===== config.mk =====
export PLATFORM = sky130hd
export DESIGN_NAME = jumper_physics_flat
export DESIGN_NICKNAME = d
export VERILOG_FILES = /design/src/rtl/jumper_physics_if.sv /design/src/rtl/jumper_physics.sv /design/src/flat_wrapper.sv
export SDC_FILE = /design/constraint.sdc
export NUM_CORES = 1
export LEC_CHECK = 0
export CORE_ASPECT_RATIO = 0.6
export CORE_MARGIN = 4
export CORE_UTILIZATION = 61
export CTS_BUF_LIST = sky130_fd_sc_hd__clkbuf_8 sky130_fd_sc_hd__clkbuf_16
export CTS_CLUSTER_DIAMETER = 100
export DETAILED_ROUTE_END_ITERATION = 12
export PLACE_DENSITY = 0.94
export SYNTH_ARGS = -nofsm -noshare
export SYNTH_HDL_FRONTEND = slang
export SYNTH_SLANG_ARGS = --single-unit

===== constraint.sdc =====
create_clock -name clk -period 8 [get_ports clk]
set_clock_uncertainty 0.15 [all_clocks]
set_input_delay 1.6 -clock clk [delete_from_list [all_inputs] [get_ports clk]]
set_output_delay 1.6 -clock clk [all_outputs]
set_load 0.01 [all_outputs]

===== src/rtl/jumper_physics_if.sv =====
// Game-side bundle for the jumper sprite: frame/game controls and beam position in,
// sprite position, status and registered pixel-window outputs back.
interface jumper_physics_if #(
    parameter int unsigned SPRITE_W = 80,
    parameter int unsigned SPRITE_H = 80
);
    localparam int unsigned CW = $clog2(SPRITE_W);
    localparam int unsigned RW = $clog2(SPRITE_H);

    logic              frame_tick;
    logic [1:0]        game_state;
    logic signed [8:0] delta_x;
    logic              collision;
    logic              spring_hit;
    logic [9:0]        ground_y;
    logic [10:0]       beam_x;
    logic [9:0]        beam_y;

    logic [10:0]       doodle_x;
    logic [9:0]        doodle_y;
    logic              falling;
    logic              facing_left;
    logic              dead;
    logic              draw_en;
    logic [CW-1:0]     sprite_col;
    logic [RW-1:0]     sprite_row;

    modport master (
        output frame_tick, game_state, delta_x, collision, spring_hit, ground_y, beam_x, beam_y,
        input  doodle_x, doodle_y, falling, facing_left, dead, draw_en, sprite_col, sprite_row
    );

    modport slave (
        input  frame_tick, game_state, delta_x, collision, spring_hit, ground_y, beam_x, beam_y,
        output doodle_x, doodle_y, falling, facing_left, dead, draw_en, sprite_col, sprite_row
    );
endinterface


===== src/rtl/jumper_physics.sv =====
// Player-sprite motion: fixed-point vertical integration with gravity, platform/spring
// landing, horizontal wrap and death detection, plus the registered sprite-window lookup.
module jumper_physics #(
    parameter int unsigned SPRITE_W     = 80,
    parameter int unsigned SPRITE_H     = 80,
    parameter int unsigned FRAC_BITS    = 4,
    parameter int unsigned JUMP_VEL     = 144,
    parameter int unsigned SPRING_VEL   = 288,
    parameter int unsigned GRAVITY      = 2,
    parameter int unsigned MAX_FALL     = 160,
    parameter int unsigned X_MIN        = 301,
    parameter int unsigned X_MAX        = 641,
    parameter int unsigned START_X      = 472,
    parameter int unsigned START_Y      = 687,
    parameter int unsigned FIELD_BOTTOM = 767
) (
    input logic             clk,
    input logic             rst,
    jumper_physics_if.slave bus
);
    localparam int unsigned YW   = 11 + FRAC_BITS;
    localparam int unsigned VW   = 10 + FRAC_BITS;
    localparam int unsigned CW   = $clog2(SPRITE_W);
    localparam int unsigned RW   = $clog2(SPRITE_H);
    localparam int unsigned SPAN = X_MAX - X_MIN + 1;

    localparam logic signed [YW-1:0] START_POS = $signed(YW'(START_Y << FRAC_BITS));
    localparam logic signed [VW-1:0] JUMP_V    = -$signed(VW'(JUMP_VEL));
    localparam logic signed [VW-1:0] SPRING_V  = -$signed(VW'(SPRING_VEL));
    localparam logic signed [VW-1:0] GRAV_V    = $signed(VW'(GRAVITY));
    localparam logic signed [VW-1:0] MAX_V     = $signed(VW'(MAX_FALL));
    localparam logic signed [11:0]   XMIN_S    = $signed(12'(X_MIN));
    localparam logic signed [11:0]   XMAX_S    = $signed(12'(X_MAX));
    localparam logic signed [11:0]   SPAN_S    = $signed(12'(SPAN));
    localparam logic signed [11:0]   LAND_OFS  = $signed(12'(SPRITE_H + 1));

    typedef enum logic [1:0] {IDLE, RUN, DEAD} state_t;

    state_t               state;
    logic [10:0]          x;
    logic signed [YW-1:0] pos_y;
    logic signed [VW-1:0] vel;
    logic                 falling_q, facing_q, dead_q;
    logic                 draw_q;
    logic [CW-1:0]        col_q;
    logic [RW-1:0]        row_q;
    logic [9:0]           doodle_y;

    logic                 vel_pos, spring_land, land, dies;
    logic signed [VW-1:0] vel_g, vel_n;
    logic signed [YW-1:0] pos_n;
    logic signed [11:0]   land_row, nx_raw;
    logic [10:0]          x_n;

    assign doodle_y = pos_y[FRAC_BITS +: 10];

    // Next-frame kinematics for a RUN tick
    always_comb begin
        vel_pos     = !vel[VW-1] && (vel != '0);
        spring_land = bus.spring_hit && vel_pos;
        land        = spring_land || (bus.collision && vel_pos);
        vel_g       = vel + GRAV_V;
        if (vel_g > MAX_V) vel_g = MAX_V;
        vel_n = spring_land ? SPRING_V : (land ? JUMP_V : vel_g);

        land_row = $signed({2'b00, bus.ground_y}) - LAND_OFS;
        pos_n    = land ? ($signed(YW'(land_row)) <<< FRAC_BITS) : (pos_y + YW'(vel_n));
        if (pos_n[YW-1]) begin
            pos_n = '0;
            vel_n = '0;
        end
        dies = pos_n[YW-1:FRAC_BITS] > 11'(FIELD_BOTTOM);

        nx_raw = $signed({1'b0, x}) + 12'(bus.delta_x);
        if (nx_raw < XMIN_S)      x_n = 11'(nx_raw + SPAN_S);
        else if (nx_raw > XMAX_S) x_n = 11'(nx_raw - SPAN_S);
        else                      x_n = 11'(nx_raw);
    end

    // Game FSM; a menu request restarts from any state without waiting for a tick
    always_ff @(posedge clk or negedge rst) begin
        if (!rst) begin
            state     <= IDLE;
            x         <= 11'(START_X);
            pos_y     <= START_POS;
            vel       <= '0;
            falling_q <= 1'b0;
            facing_q  <= 1'b0;
            dead_q    <= 1'b0;
        end else if (bus.game_state == 2'd0) begin
            state     <= IDLE;
            x         <= 11'(START_X);
            pos_y     <= START_POS;
            vel       <= '0;
            falling_q <= 1'b0;
            facing_q  <= 1'b0;
            dead_q    <= 1'b0;
        end else if (bus.frame_tick) begin
            case (state)
                IDLE: begin
                    if (bus.game_state == 2'd1) begin
                        vel   <= JUMP_V;
                        state <= RUN;
                    end
                end
                RUN: begin
                    vel       <= vel_n;
                    pos_y     <= pos_n;
                    falling_q <= !vel_n[VW-1] && (vel_n != '0);
                    x         <= x_n;
                    if (bus.delta_x < 0)      facing_q <= 1'b1;
                    else if (bus.delta_x > 0) facing_q <= 1'b0;
                    if (dies) begin
                        state  <= DEAD;
                        dead_q <= 1'b1;
                    end
                end
                DEAD: ;
                default: state <= IDLE;
            endcase
        end
    end

    // Sprite window lookup, one cycle behind the beam
    logic [11:0] x_hi;
    logic [10:0] y_hi;
    logic        in_win;

    always_comb begin
        x_hi   = {1'b0, x} + 12'(SPRITE_W);
        y_hi   = {1'b0, doodle_y} + 11'(SPRITE_H);
        in_win = (bus.beam_x >= x) && ({1'b0, bus.beam_x} < x_hi) &&
                 (bus.beam_y >= doodle_y) && ({1'b0, bus.beam_y} < y_hi);
    end

    always_ff @(posedge clk or negedge rst) begin
        if (!rst) begin
            draw_q <= 1'b0;
            col_q  <= '0;
            row_q  <= '0;
        end else begin
            draw_q <= in_win;
            col_q  <= in_win ? CW'(bus.beam_x - x) : '0;
            row_q  <= in_win ? RW'(bus.beam_y - doodle_y) : '0;
        end
    end

    assign bus.doodle_x    = x;
    assign bus.doodle_y    = doodle_y;
    assign bus.falling     = falling_q;
    assign bus.facing_left = facing_q;
    assign bus.dead        = dead_q;
    assign bus.draw_en     = draw_q;
    assign bus.sprite_col  = col_q;
    assign bus.sprite_row  = row_q;
endmodule

===== src/flat_wrapper.sv =====
// flat-port wrapper written by rule: the top's interface ports become plain ports
module jumper_physics_flat 
#(
    parameter int unsigned SPRITE_W     = 80,
    parameter int unsigned SPRITE_H     = 80,
    parameter int unsigned FRAC_BITS    = 4,
    parameter int unsigned JUMP_VEL     = 144,
    parameter int unsigned SPRING_VEL   = 288,
    parameter int unsigned GRAVITY      = 2,
    parameter int unsigned MAX_FALL     = 160,
    parameter int unsigned X_MIN        = 301,
    parameter int unsigned X_MAX        = 641,
    parameter int unsigned START_X      = 472,
    parameter int unsigned START_Y      = 687,
    parameter int unsigned FIELD_BOTTOM = 767
)
  (clk, rst, bus_frame_tick, bus_game_state, bus_delta_x, bus_collision, bus_spring_hit, bus_ground_y, bus_beam_x, bus_beam_y, bus_doodle_x, bus_doodle_y, bus_falling, bus_facing_left, bus_dead, bus_draw_en, bus_sprite_col, bus_sprite_row);
  jumper_physics_if #(.SPRITE_W(SPRITE_W), .SPRITE_H(SPRITE_H)) bus_i ();
  input logic clk;
  input logic rst;
  input wire logic [$bits(bus_i.frame_tick)-1:0] bus_frame_tick;
  input wire logic [$bits(bus_i.game_state)-1:0] bus_game_state;
  input wire logic [$bits(bus_i.delta_x)-1:0] bus_delta_x;
  input wire logic [$bits(bus_i.collision)-1:0] bus_collision;
  input wire logic [$bits(bus_i.spring_hit)-1:0] bus_spring_hit;
  input wire logic [$bits(bus_i.ground_y)-1:0] bus_ground_y;
  input wire logic [$bits(bus_i.beam_x)-1:0] bus_beam_x;
  input wire logic [$bits(bus_i.beam_y)-1:0] bus_beam_y;
  output wire logic [$bits(bus_i.doodle_x)-1:0] bus_doodle_x;
  output wire logic [$bits(bus_i.doodle_y)-1:0] bus_doodle_y;
  output wire logic [$bits(bus_i.falling)-1:0] bus_falling;
  output wire logic [$bits(bus_i.facing_left)-1:0] bus_facing_left;
  output wire logic [$bits(bus_i.dead)-1:0] bus_dead;
  output wire logic [$bits(bus_i.draw_en)-1:0] bus_draw_en;
  output wire logic [$bits(bus_i.sprite_col)-1:0] bus_sprite_col;
  output wire logic [$bits(bus_i.sprite_row)-1:0] bus_sprite_row;
  assign bus_i.frame_tick = bus_frame_tick;
  assign bus_i.game_state = bus_game_state;
  assign bus_i.delta_x = bus_delta_x;
  assign bus_i.collision = bus_collision;
  assign bus_i.spring_hit = bus_spring_hit;
  assign bus_i.ground_y = bus_ground_y;
  assign bus_i.beam_x = bus_beam_x;
  assign bus_i.beam_y = bus_beam_y;
  assign bus_doodle_x = bus_i.doodle_x;
  assign bus_doodle_y = bus_i.doodle_y;
  assign bus_falling = bus_i.falling;
  assign bus_facing_left = bus_i.facing_left;
  assign bus_dead = bus_i.dead;
  assign bus_draw_en = bus_i.draw_en;
  assign bus_sprite_col = bus_i.sprite_col;
  assign bus_sprite_row = bus_i.sprite_row;
  jumper_physics #(.SPRITE_W(SPRITE_W), .SPRITE_H(SPRITE_H), .FRAC_BITS(FRAC_BITS), .JUMP_VEL(JUMP_VEL), .SPRING_VEL(SPRING_VEL), .GRAVITY(GRAVITY), .MAX_FALL(MAX_FALL), .X_MIN(X_MIN), .X_MAX(X_MAX), .START_X(START_X), .START_Y(START_Y), .FIELD_BOTTOM(FIELD_BOTTOM)) u_core (.clk(clk), .rst(rst), .bus(bus_i));
endmodule

==> Word-level counts from Yosys, hierarchy flattened <==
Index checks and enable logic that the tools add are counted.
{ "word_totals": {"out_inout_bits": 39, "regBits": 60} }
{ "op_classes": {"n_eq_ne": 6, "n_addsub": 10, "magnitude_cmp": 10, "n_reduce_logical": 24, "mux": 37} }
{ "ops": {"columns": ["operator", "count"], "rows": [
  ["$mux 14", 8],
  ["$mux 15", 4],
  ["$mux 11", 5],
  ["$pmux 14 s2", 1],
  ["$reduce_bool 14->1", 2],
  ["$add 15x14->15", 1],
  ["$add 14x3->14 const B", 1],
  ["$gt 14x9->1 const B", 1],
  ["$mux 7", 2],
  ["$sub 7x7->7", 2],
  ["$add 11x7->12 const B", 1],
  ["$add 12x9->12", 1],
  ["$gt 12x11->1 const B", 1],
  ["$lt 11x12->1", 1],
  ["$lt 12x10->1 const B", 1],
  ["$mux 1", 12],
  ["$add 10x7->11 const B", 1],
  ["$add 11x10->11 const B", 1],
  ["$ge 11x11->1", 1],
  ["$lt 10x11->1", 1],
  ["$sub 10x7->11 const B", 1],
  ["$sub 11x10->11 const B", 1],
  ["$ge 10x10->1", 1],
  ["$gt 10x10->1 const B", 1],
  ["17 further kinds", 35]
]} }

==> Logic depth before layout (Yosys ltp) <==
Gate-level depths: netlist of the first run.
{ "depth": {"depth_word": 14, "depth_mapped": 22, "depth_no_buf": 21} }

==> Least setup slack after synthesis of the first run <==
OpenSTA, ideal clock, no wires.
{ "synth_timing": {"path_type": "in2reg", "from": "input bus_spring_hit", "to": "register u_core.state[0]", "arrival_ns": 4.569, "path_buffers": 1, "setup_slack_ns": 3.137, "required_ns": 7.706, "setup_time_ns": 0.144, "stages": 17, "path_cell_list": "o21a_1 -> clkbuf_1 -> nor2_1 -> and2_1 -> ha_1 -> inv_1 -> fa_1 -> nor2b_1 -> o31a_1 -> o21ai_0 -> o211ai_1 -> a2111o_1 -> o221ai_1 -> a211o_1 -> or2_2 -> nor2_1 -> nor4_1"} }
{ "synth_between": {"elab_chain_cells": 10} }
{ "synth_rtl": {"columns": ["item", "line", "source"], "rows": [
  ["from (decl)", "flat_wrapper.sv:25", "input wire logic [$bits(bus_i.spring_hit)-1:0] bus_spring_hit;"],
  ["$logic_and 1x1->1 (*)", "jumper_physics.sv:60", "spring_land = bus.spring_hit && vel_pos;"],
  ["$logic_or 1x1->1", "jumper_physics.sv:61", "land = spring_land || (bus.collision && vel_pos);"],
  ["$mux 14 (2 in a row)", "jumper_physics.sv:64", "vel_n = spring_land ? SPRING_V : (land ? JUMP_V : vel_g);"],
  ["$add 15x14->15", "jumper_physics.sv:67", "pos_n = land ? ($signed(YW'(land_row)) <<< FRAC_BITS) : (pos_y + YW'(vel_n));"],
  ["$mux 15 (*)", "jumper_physics.sv:67", null],
  ["$mux 14 (*)", "jumper_physics.sv:68", "if (pos_n[YW-1]) begin"],
  ["$gt 10x10->1 (*)", "jumper_physics.sv:72", "dies = pos_n[YW-1:FRAC_BITS] > 11'(FIELD_BOTTOM);"],
  ["$ne 3x1->1 (no source line) (*)", null, null],
  ["$reduce_and 4->1 (no source line) (*)", null, null],
  ["to (signal assigned)", "jumper_physics.sv:83", "state <= IDLE;"],
  ["to (signal assigned)", "jumper_physics.sv:91", "state <= IDLE;"],
  ["to (signal assigned)", "jumper_physics.sv:103", "state <= RUN;"],
  ["to (decl)", "jumper_physics.sv:39", "state_t state;"]
]} }
Mark *: on every way between the ends. The rest lies on a longest branch, timed or not.
A chain may end at the register's enable or synchronous reset.

==> Worst setup path in the final report of the first run <==
{ "layout_timing": {"from": "register u_core.vel[1]", "to": "register u_core.vel[1]"} }
{ "layout_between": {"elab_chain_cells": 12} }
{ "layout_rtl": {"columns": ["item", "line", "source"], "rows": [
  ["from (decl)", "jumper_physics.sv:42", "logic signed [VW-1:0] vel;"],
  ["from (signal assigned)", "jumper_physics.sv:107", "vel <= vel_n;"],
  ["parallel branches: the longest is 8 deep, another holds $add 15x14->15", null, null],
  ["$mux 14 (*)", "jumper_physics.sv:68", null],
  ["$pmux 14 s2 (*)", "jumper_physics.sv:99", "case (state)"],
  ["$mux 14 (*)", "jumper_physics.sv:98", "end else if (bus.frame_tick) begin"],
  ["$mux 14 (*)", "jumper_physics.sv:90", "end else if (bus.game_state == 2'd0) begin"]
]} }
Every way passes the cells marked *. The select of a mux whose other input is x is not followed.

==> results of run 1 <==
-- sequential cells by signal, summed over array words and instances, names as in the netlist --
register and flops:
u_core.state 2, u_core.vel 14, u_core.bus.draw_en 1, u_core.bus.sprite_row 7, u_core.bus.falling 1, u_core.bus.facing_left 1, u_core.pos_y 14, u_core.bus.sprite_col 7
u_core.bus.doodle_x 11, u_core.bus.dead 1
-- layer usage --
layer,track usage,part of all wire
met4,0.0942,0.021
met5,0,0
met2,0.511,0.44
met1,0.460,0.42
met3,0.0948,0.13
-- cell type report --
| class | instances | area share |
|---|---|---|
| multi-input combinational | 601 | 0.581 |
| sequential | 59 | 0.206 |
| timing repair buffer | 91 | 0.123 |
| clock buffer | 10 | 0.0330 |
| tap | 130 | 0.0225 |
| inverter | 42 | 0.0218 |
| clock inverter | 6 | 0.0123 |
-- per-stage QoR --
stage | area [um^2] | std cells | total power, mW
CTS | 7240 | 939 | 3.33
global placement | 6910 | 923 | 2.78
floorplan | 6020 | 733 | 2.21
detailed placement | 6910 | 923 | 2.87
finish | 7240 | 939 | 3.42
global route | 7240 | 939 | 3.66
-- layout by cell type (no fill, tap or decap), types with 5 or more instances in the layout --
cell and n:
o31ai_1 7, nor4_1 8, clkdlybuf4s50_1 84, nor2b_1 8, nand4_1 5, dfrtp_1 47, o211ai_1 12, o21a_1 19
nor3_1 22, inv_1 42, nand2_1 53, a2111o_1 5, clkbuf_16 9, buf_4 6, a21oi_1 58, nand2b_1 7
xor2_1 22, nand3_1 23, and4_1 6, o21ai_0 67, ha_1 68, xnor2_1 36, and2_1 7, a32o_1 5
dfstp_2 12, a31oi_1 6, nor2_1 53, a21o_1 20, o2111ai_1 5
-- critical path: cells and delay by family (launching register included) --
kind,cells,cell delay (ns)
AND/OR/NAND/NOR,7,1.74
adder cells (fa/ha/maj),3,0.93
AO/OA/AOI/OAI,8,1.52
XOR/XNOR,1,0.36
multiplexers,1,0.25
flip-flops,1,0.51
buffers and inverters,2,0.30
-- cell families (layout without fill, tap and decap cells) --
group | count (synthesis) | count (layout)
multiplexers | 3 | 3
buffers and inverters | 73 | 149
adder cells (fa/ha/maj) | 72 | 72
AO/OA/AOI/OAI | 254 | 254
flip-flops | 59 | 59
AND/OR/NAND/NOR | 214 | 214
XOR/XNOR | 58 | 58
-- where the power goes --
part / switching (mW) / total [mW] / internal [mW]
Clock: 0.144 / 0.425 / 0.281
Combinational: 1.42 / 2.40 / 0.982
Sequential: 0.169 / 0.587 / 0.419
-- worst paths after layout --
path / start / to / slack, ns / cells after the start
max: u_core.vel[1] / u_core.vel[1] / 2.19 / 22
min: u_core.pos_y[3] / u_core.pos_y[3] / 0.35 / 2
max reg2reg: u_core.vel[1] / u_core.vel[1] / 2.19 / 22
min reg2reg: u_core.pos_y[3] / u_core.pos_y[3] / 0.35 / 2
max in group asynchronous: rst / u_core.vel[13] / 5.90 / 2
min in group asynchronous: rst / u_core.bus.sprite_row[1] / 1.26 / 2
==> results.yml, run 1 <==
status:
  status: "complete, no violations"
timing:
  relSlewSlack: 0.393
  fmax_ghz: 0.172
  maxSlewViolCount: 0
  worst_pin_slew_ns: 0.908
  rsz0062_at_grt: "no"
  tns_ns: 0
  finalWorstSetupSlack_ns: 2.19
  post-route-min-period_ns: 5.81
  finalCritPeriodShare: 0.727
  hold_viol_final: 0
  timing.hold.ws_ns: 0.352
  setup_violations: 0
layout:
  drive_above_1_share: 0.0618
  antennaDiodeCount: 0
  multi_input_area_mm2: 0.00421
  fin_util: 0.771
  seq_area_mm2: 0.00149
  nFillCells: 679
  nets: 923
  area_delta_synth_final_pct: 20.2
placed_design:
  gp_congestion: 1.03
  dpl.hpwl_um: 14700
  port_buffers: 85
  detailedPlace.worstSlack_ns: 2.11
yosys:
  synthXorXnorAreaFrac: 0.0843
  synth_seq_cells: 59
  synth.avg_cell_area_um2: 8.22
  synth_top_family_by_area: "compound AO/OA/AOI/OAI gates"
  synth_top_cell_by_area: "dfrtp_1"
  synth_cell_types: 70
  ys_warn_count: 0
  synthTopCellsByCount: "68 x ha_1, 67 x o21ai_0, 58 x a21oi_1"
  synth_most_common_cell: "ha_1"
  synth_edf_count: 0
  synth_mux_area_frac: 0.00561
  synth_compound_area_frac: 0.279
  yosys.area_share.simple: 0.175
  synth_fa_ha_area_frac: 0.155
  synth_top_area_frac: 0.195
  synth_area_leaders: "dfrtp_1 20%, ha_1 14%, o21ai_0 5.6%"
  syn_inst: 733
  ys_seq_area_frac: 0.248
  netlist_area_mm2: 0.00602
  ys.flop_type: "dfrtp_1"
  synth_nets: 852
  async_flop_share: 1.00
routing:
  wirelength_um: 19000
  routedWlPerCell_um: 20.3
  final_antenna_net_count: 0
  drt-initial-drc-count: 678
  viasPerCell: 6.68
  drc: 0
  dr.pass1.iters: 5
  dr_total_vias: 6276
critical_path:
  cp_cell_sequence: "ha_1, xnor2_1, nor4bb_1, a21bo_2, a21o_1, a21oi_1, nor2_1, and2_1, ha_1, inv_1, fa_1, nor2b_1, o31a_1, o21ai_0, o211ai_1, a2111o_1, o21ai_0, nor2_1, buf_4, nand2_1, nor3_1, mux2_2"
  cp_max_fo: 15
  start_kind: "flop"
  critPathSlowestCell: "dfrtp_1"
  critPathMaxStageDelay_ns: 0.51
  crit_arrival_ns: 5.93
  critPathRequiredTime_ns: 8.12
  end_kind: "flop"
  worstSetupPathType: "flop to flop"
cts:
  numCtsBuffers: 9
  post_cts_resized: 0
  cts.path.max_buffers: 2
  worst_skew_pair.late_latency_ns: 0.33
  cts-root-buf: "clkbuf_16"
  post_cts_buffers: 0
  cts_hold_buf: 0
  cts.clk_slew.worst_paths_ns: 0.06
  clock-sinks: 59
  htree_num_levels: 3
  cts_tree: "built"
grt:
  grt-ovfl-total: 0
  grt_max_degree: 60
  grt_pass1_wl_um: 30900
  first_global_vias: 6091
  antenna_found_initial: 0
  track_usage: 0.333
floorplanning:
  die_width_um: 136
  placeableCoreArea_mm2: 0.00939
  fp.dieArea_mm2: 0.0116
  io_pins: 86
  initial_core_util: 0.641
  rows: 27
  die_h_um: 85.0
flow_run:
  maxCapViolations: 0
power_and_ir_drop:
  peakVddDrop_mv: 0.282
  power.density_mw_per_mm2: 472
  p_leak_nw: 3.14
min_path:
  hold_class: "flop to flop"
Power figures use the tool's default switching activity.
==> run 2, diff against run 1 <==
- CORE_UTILIZATION: 61 -> 56
- PLACE_DENSITY: 0.94 -> 0.88
- clock period: 8 -> 5.5 ns (I/O delays scaled with it)
==> run 2 against run 1 <==
  * First-iteration DRC count grew 4.7%
  * Combinational power increased by 45%
  * Sequential power increased by 46%
  * Maximum frequency grew 12%
  * Sequential cell count is the same
  * Clock-buffer cell count did not move
  * Clock power up 55%
  * Total power is 46% higher
  * Global-route usage down 3.4 points
  * Final area grew 0.98%
  * Critical path type unchanged
  * Critical endpoint is now u_core.state[0]
  * Largest power group unchanged
==> results.yml, run 2 (same netlist as run 1, synthesis figures left out) <==
status:
  status: "complete, no violations"
critical_path:
  cp_cell_sequence: "ha_1, xnor2_2, nor4bb_1, a21bo_2, a21o_1, a21oi_1, nor2_1, and2_1, ha_1, inv_1, fa_1, nor2b_1, o31a_1, o21ai_0, o211ai_1, a2111o_1, o221ai_1, a211o_1, or2_2, nor2_1, nor4_1"
  critPathMaxStageDelay_ns: 0.50
  worstSetupPathType: "flop to flop"
  critPathRequiredTime_ns: 5.55
  critPathSlowestCell: "dfrtp_2"
  crit_arrival_ns: 5.25
  start_kind: "flop"
  end_kind: "flop"
  cp_max_fo: 12
  worst-path-buf-inv: 1
  crit_family: "compound AO/OA/AOI/OAI gates"
  rrSetupSlack_ns: 0.30
timing:
  rsz0062_at_grt: "no"
  hold_viol_final: 0
  maxSlewViolCount: 0
  post-route-min-period_ns: 5.20
  tns_ns: 0
  setup_violations: 0
  worst_pin_slew_ns: 1.07
  fmax_ghz: 0.192
  finalCritPeriodShare: 0.946
  relSlewSlack: 0.286
  timing.hold.ws_ns: 0.383
power_and_ir_drop:
  p_leak_nw: 3.18
  power.density_mw_per_mm2: 684
  peakVddDrop_mv: 0.296
routing:
  routedWlPerCell_um: 19.7
  viasPerCell: 6.51
  final_antenna_net_count: 0
  dr_total_vias: 6202
  wirelength_um: 18800
  dr.pass1.iters: 6
  drc: 0
  drt-initial-drc-count: 710
layout:
  area_delta_synth_final_pct: 21.4
  final_cell_mix: "84 x clkdlybuf4s50_1, 68 x ha_1, 66 x o21ai_0"
  nets: 927
  antennaDiodeCount: 0
  postLayoutCellArea_mm2: 0.00731
  layout_commonest_cell: "clkdlybuf4s50_1"
  final_cells: 952
  drive_above_1_share: 0.0701
  nFillCells: 836
floorplanning:
  io_pins: 86
  initial_core_util: 0.572
  die_width_um: 142
  rows: 29
  placeableCoreArea_mm2: 0.0105
  die_h_um: 88.3
  fp.dieArea_mm2: 0.0125
grt:
  grt-ovfl-total: 0
  grt_max_degree: 60
  grt_pass1_wl_um: 29900
  track_usage: 0.299
  first_global_vias: 5953
  antenna_found_initial: 0
cts:
  htree_num_levels: 3
  cts.clk_slew.worst_paths_ns: 0.06
  cts_tree: "built"
  clock-sinks: 59
  cts.path.max_buffers: 2
  worst_skew_pair.late_latency_ns: 0.33
  cts_hold_buf: 0
  numCtsBuffers: 9
  cts-root-buf: "clkbuf_16"
min_path:
  hold_class: "flop to flop"
placed_design:
  port_buffers: 85
  dpl.hpwl_um: 14800
  dp.cells: 936
  gp_congestion: 0.959
  place_area_mm2: 0.00695
flow_run:
  maxCapViolations: 0
-- run 2: per-stage QoR --
step                utilization  setup WS, ns  power, mW
finish                    0.695         0.299       5.00
global route              0.695       0.00168       5.36
CTS                       0.693         0.287       4.89
detailed placement        0.661         0.297       4.20
global placement          0.661         0.367       4.07
floorplan                     -         0.919       3.21
-- run 2: cell type report --
type	count	area [um^2]	share of cell area
Clock buffer	10	239	0.0327
Clock inverter	6	104	0.0142
Inverter	42	158	0.0216
Multi-Input combinational cell	601	4220	0.578
Sequential cell	59	1490	0.204
Tap cell	139	174	0.0238
Timing Repair Buffer	95	921	0.126
-- run 2: where the power goes --
part / leakage, nW / internal (mW) / switching [mW]
clock network: 0.174 / 0.451 / 0.208
logic: 2.25 / 1.46 / 2.03
registers: 0.758 / 0.610 / 0.249
-- run 2: final timing paths --
| kind | cells past startpoint | from | to |
|---|---|---|---|
| worst max-delay path | 21 | u_core.vel[1] | u_core.state[0] |
| worst min-delay path | 1 | u_core.pos_y[0] | u_core.pos_y[0] |
| worst max register to register | 21 | u_core.vel[1] | u_core.state[0] |
| worst min register to register | 1 | u_core.pos_y[0] | u_core.pos_y[0] |
| max in group asynchronous | 2 | rst | u_core.vel[1] |
| min in group asynchronous | 2 | rst | u_core.bus.sprite_row[0] |
-- run 2: repair_timing --
| item | 4_1_cts | 5_1_grt |
|---|---|---|
| setup endpoints to repair | 0 | 11 |
| resized for setup | 0 | 5 |
| endpoints found under the hold margin | 0 | 0 |
| setup buffers | 0 | 0 |
-- run 2: metal layers --
layer,up-vias,wire (um),track usage
met5,-,0,0
met4,0,437,0.0801
met3,59,2190,0.0815
met2,375,7850,0.454
met1,2920,8300,0.424
li1,2848,-,-
==> run 3, diff against run 2 <==
- PLACE_DENSITY: 0.88 -> 0.81
==> run 3 against run 2 <==
  * Sequential cell count stayed put
  * Critical path depth fell by 2
  * Via count shrank 1.1%
  * Cell count increased by 0.32%
  * Wire length is 0.46% higher
  * Final area increased by 0.22%
  * Worst setup slack got worse by 0.0083 ns
  * Sequential power hardly changed
  * Combinational power about the same
  * Total power down 1.0%
  * Global-route usage grew 0.37 points
  * Largest power group unchanged
==> results.yml, run 3 (same netlist as run 1, synthesis figures left out) <==
status:
  status: "complete, no violations"
timing:
  timing.hold.ws_ns: 0.351
  post-route-min-period_ns: 5.21
  fmax_ghz: 0.192
  relSlewSlack: 0.296
  tns_ns: 0
  hold_viol_final: 0
  maxSlewViolCount: 0
  setup_violations: 0
  finalCritPeriodShare: 0.947
  worst_pin_slew_ns: 1.05
grt:
  grt_max_degree: 60
  first_global_vias: 5685
  track_usage: 0.303
  grt-ovfl-total: 0
  grt_pass1_wl_um: 30000
  antenna_found_initial: 0
power_and_ir_drop:
  net-switching-power_mw: 2.47
  p_clk_frac: 0.124
  p_comb_frac: 0.703
  power.density_mw_per_mm2: 676
  swShare: 0.498
  p_int_mw: 2.48
  p_seq_frac: 0.173
  peakVddDrop_mv: 0.352
  p_leak_nw: 3.18
cts:
  worst_skew_pair.late_latency_ns: 0.34
  cts_tree: "built"
  cts-root-buf: "clkbuf_16"
  numCtsBuffers: 9
  htree_num_levels: 3
  clock-sinks: 59
  cts.clk_slew.worst_paths_ns: 0.06
  cts.path.max_buffers: 2
layout:
  nets: 930
  layout_commonest_cell: "clkdlybuf4s50_1"
  area_delta_synth_final_pct: 21.7
  postLayoutCellArea_mm2: 0.00733
  antennaDiodeCount: 0
  fin_util: 0.696
  drive_above_1_share: 0.0772
  final_cell_mix: "84 x clkdlybuf4s50_1, 67 x ha_1, 66 x o21ai_0"
floorplanning:
  io_pins: 86
  die_h_um: 88.3
  fp.dieArea_mm2: 0.0125
  placeableCoreArea_mm2: 0.0105
  die_width_um: 142
  rows: 29
  initial_core_util: 0.572
placed_design:
  dpl.hpwl_um: 14900
  port_buffers: 85
  gp_congestion: 1.01
  place_area_mm2: 0.00697
min_path:
  min_from: "u_core.pos_y[3]"
  whs_path_depth: 2
  whs_endpoint: "u_core.pos_y[3]"
  hold_class: "flop to flop"
routing:
  dr_total_vias: 6132
  viasPerCell: 6.42
  drc: 0
  wirelength_um: 18900
  routedWlPerCell_um: 19.8
  dr.pass1.iters: 5
  final_antenna_net_count: 0
  drt-initial-drc-count: 852
critical_path:
  critPathMaxStageDelay_ns: 0.50
  critPathSlowestCell: "dfrtp_1"
  end_kind: "flop"
  crit_arrival_ns: 5.29
  start_kind: "flop"
  worst_r2r_path_depth: 19
  critPathRequiredTime_ns: 5.58
  cp_cell_sequence: "ha_2, and4_1, o211ai_1, a22oi_1, a21oi_1, nor2_2, and2_1, ha_1, inv_1, fa_1, nor2b_1, o31a_1, o21ai_0, o211ai_1, a2111o_1, o221ai_1, a211o_1, or2_2, o31ai_1"
  cp_common_cell: "o211ai_1"
  worstSetupPathType: "flop to flop"
  reg2reg_from: "u_core.vel[2]"
  cp_max_fo: 9
  reg2reg_to: "u_core.state[1]"
  rrSetupSlack_ns: 0.29
flow_run:
  maxCapViolations: 0
-- run 3: cell type report --
cell class | instances | area (um^2)
multi-input cells | 601 | 4240
fillers | 827 | 3190
flip-flops and latches | 59 | 1490
repair buffers | 98 | 943
clock buffers | 9 | 225
well taps | 139 | 174
inverters | 42 | 158
clock inverters | 7 | 101
-- run 3: routing by layer --
metal | global-route usage | part of all wire | vias up | wire length (um)
met5 | 0 | 0 | - | 0
met4 | 0.0932 | 0.019 | 0 | 363
met3 | 0.0702 | 0.10 | 42 | 1950
met2 | 0.435 | 0.41 | 320 | 7740
li1 | - | - | 2860 | -
met1 | 0.452 | 0.47 | 2910 | 8820
-- run 3: what timing repair did --
action                                  4_1_cts  5_1_grt
resized for setup                             0        8
hold buffers                                  0        0
endpoints found under the setup margin        0       13
buffers inserted                              0        1
hold endpoints to repair                      0        0
-- run 3: worst max-delay path: cells and delay by family, from the launching register on --
kind	cells	cell delay, ns
flops	1	0.50
simple gates	5	1.25
buf+inv	1	0.06
fa+ha+maj	3	0.92
compound gates	10	2.21
-- run 3: metrics by stage --
step	power, mW	cells	setup slack [ns]
detailed placement	4.20	938	0.275
global placement	4.09	938	0.411
floorplan	3.21	733	0.919
CTS	4.84	954	0.259
finish	4.95	955	0.291
global route	5.35	955	-0.00565
-- run 3: power groups by stage --
stage	clock, mW	sequential (mW)	combinational (mW)
2_1_floorplan	0	0.763	2.45
3_3_place_gp	0	0.838	3.25
3_5_place_dp	0	0.847	3.35
4_1_cts	0.618	0.842	3.38
5_1_grt	0.639	0.871	3.84
6_report	0.614	0.856	3.48
-- run 3: worst max-delay path by stage --
stage | startpoint | end | slack [ns] | cells past startpoint
global placement | u_core.vel[2] | u_core.bus.dead | 0.41 | 19
finish | u_core.vel[2] | u_core.state[1] | 0.29 | 19
detailed placement | bus_spring_hit | u_core.state[1] | 0.28 | 16
CTS | u_core.vel[2] | u_core.state[1] | 0.26 | 20
global route | u_core.vel[2] | u_core.state[0] | -0.006 | 21
floorplan | u_core.vel[2] | u_core.state[0] | 0.92 | 19
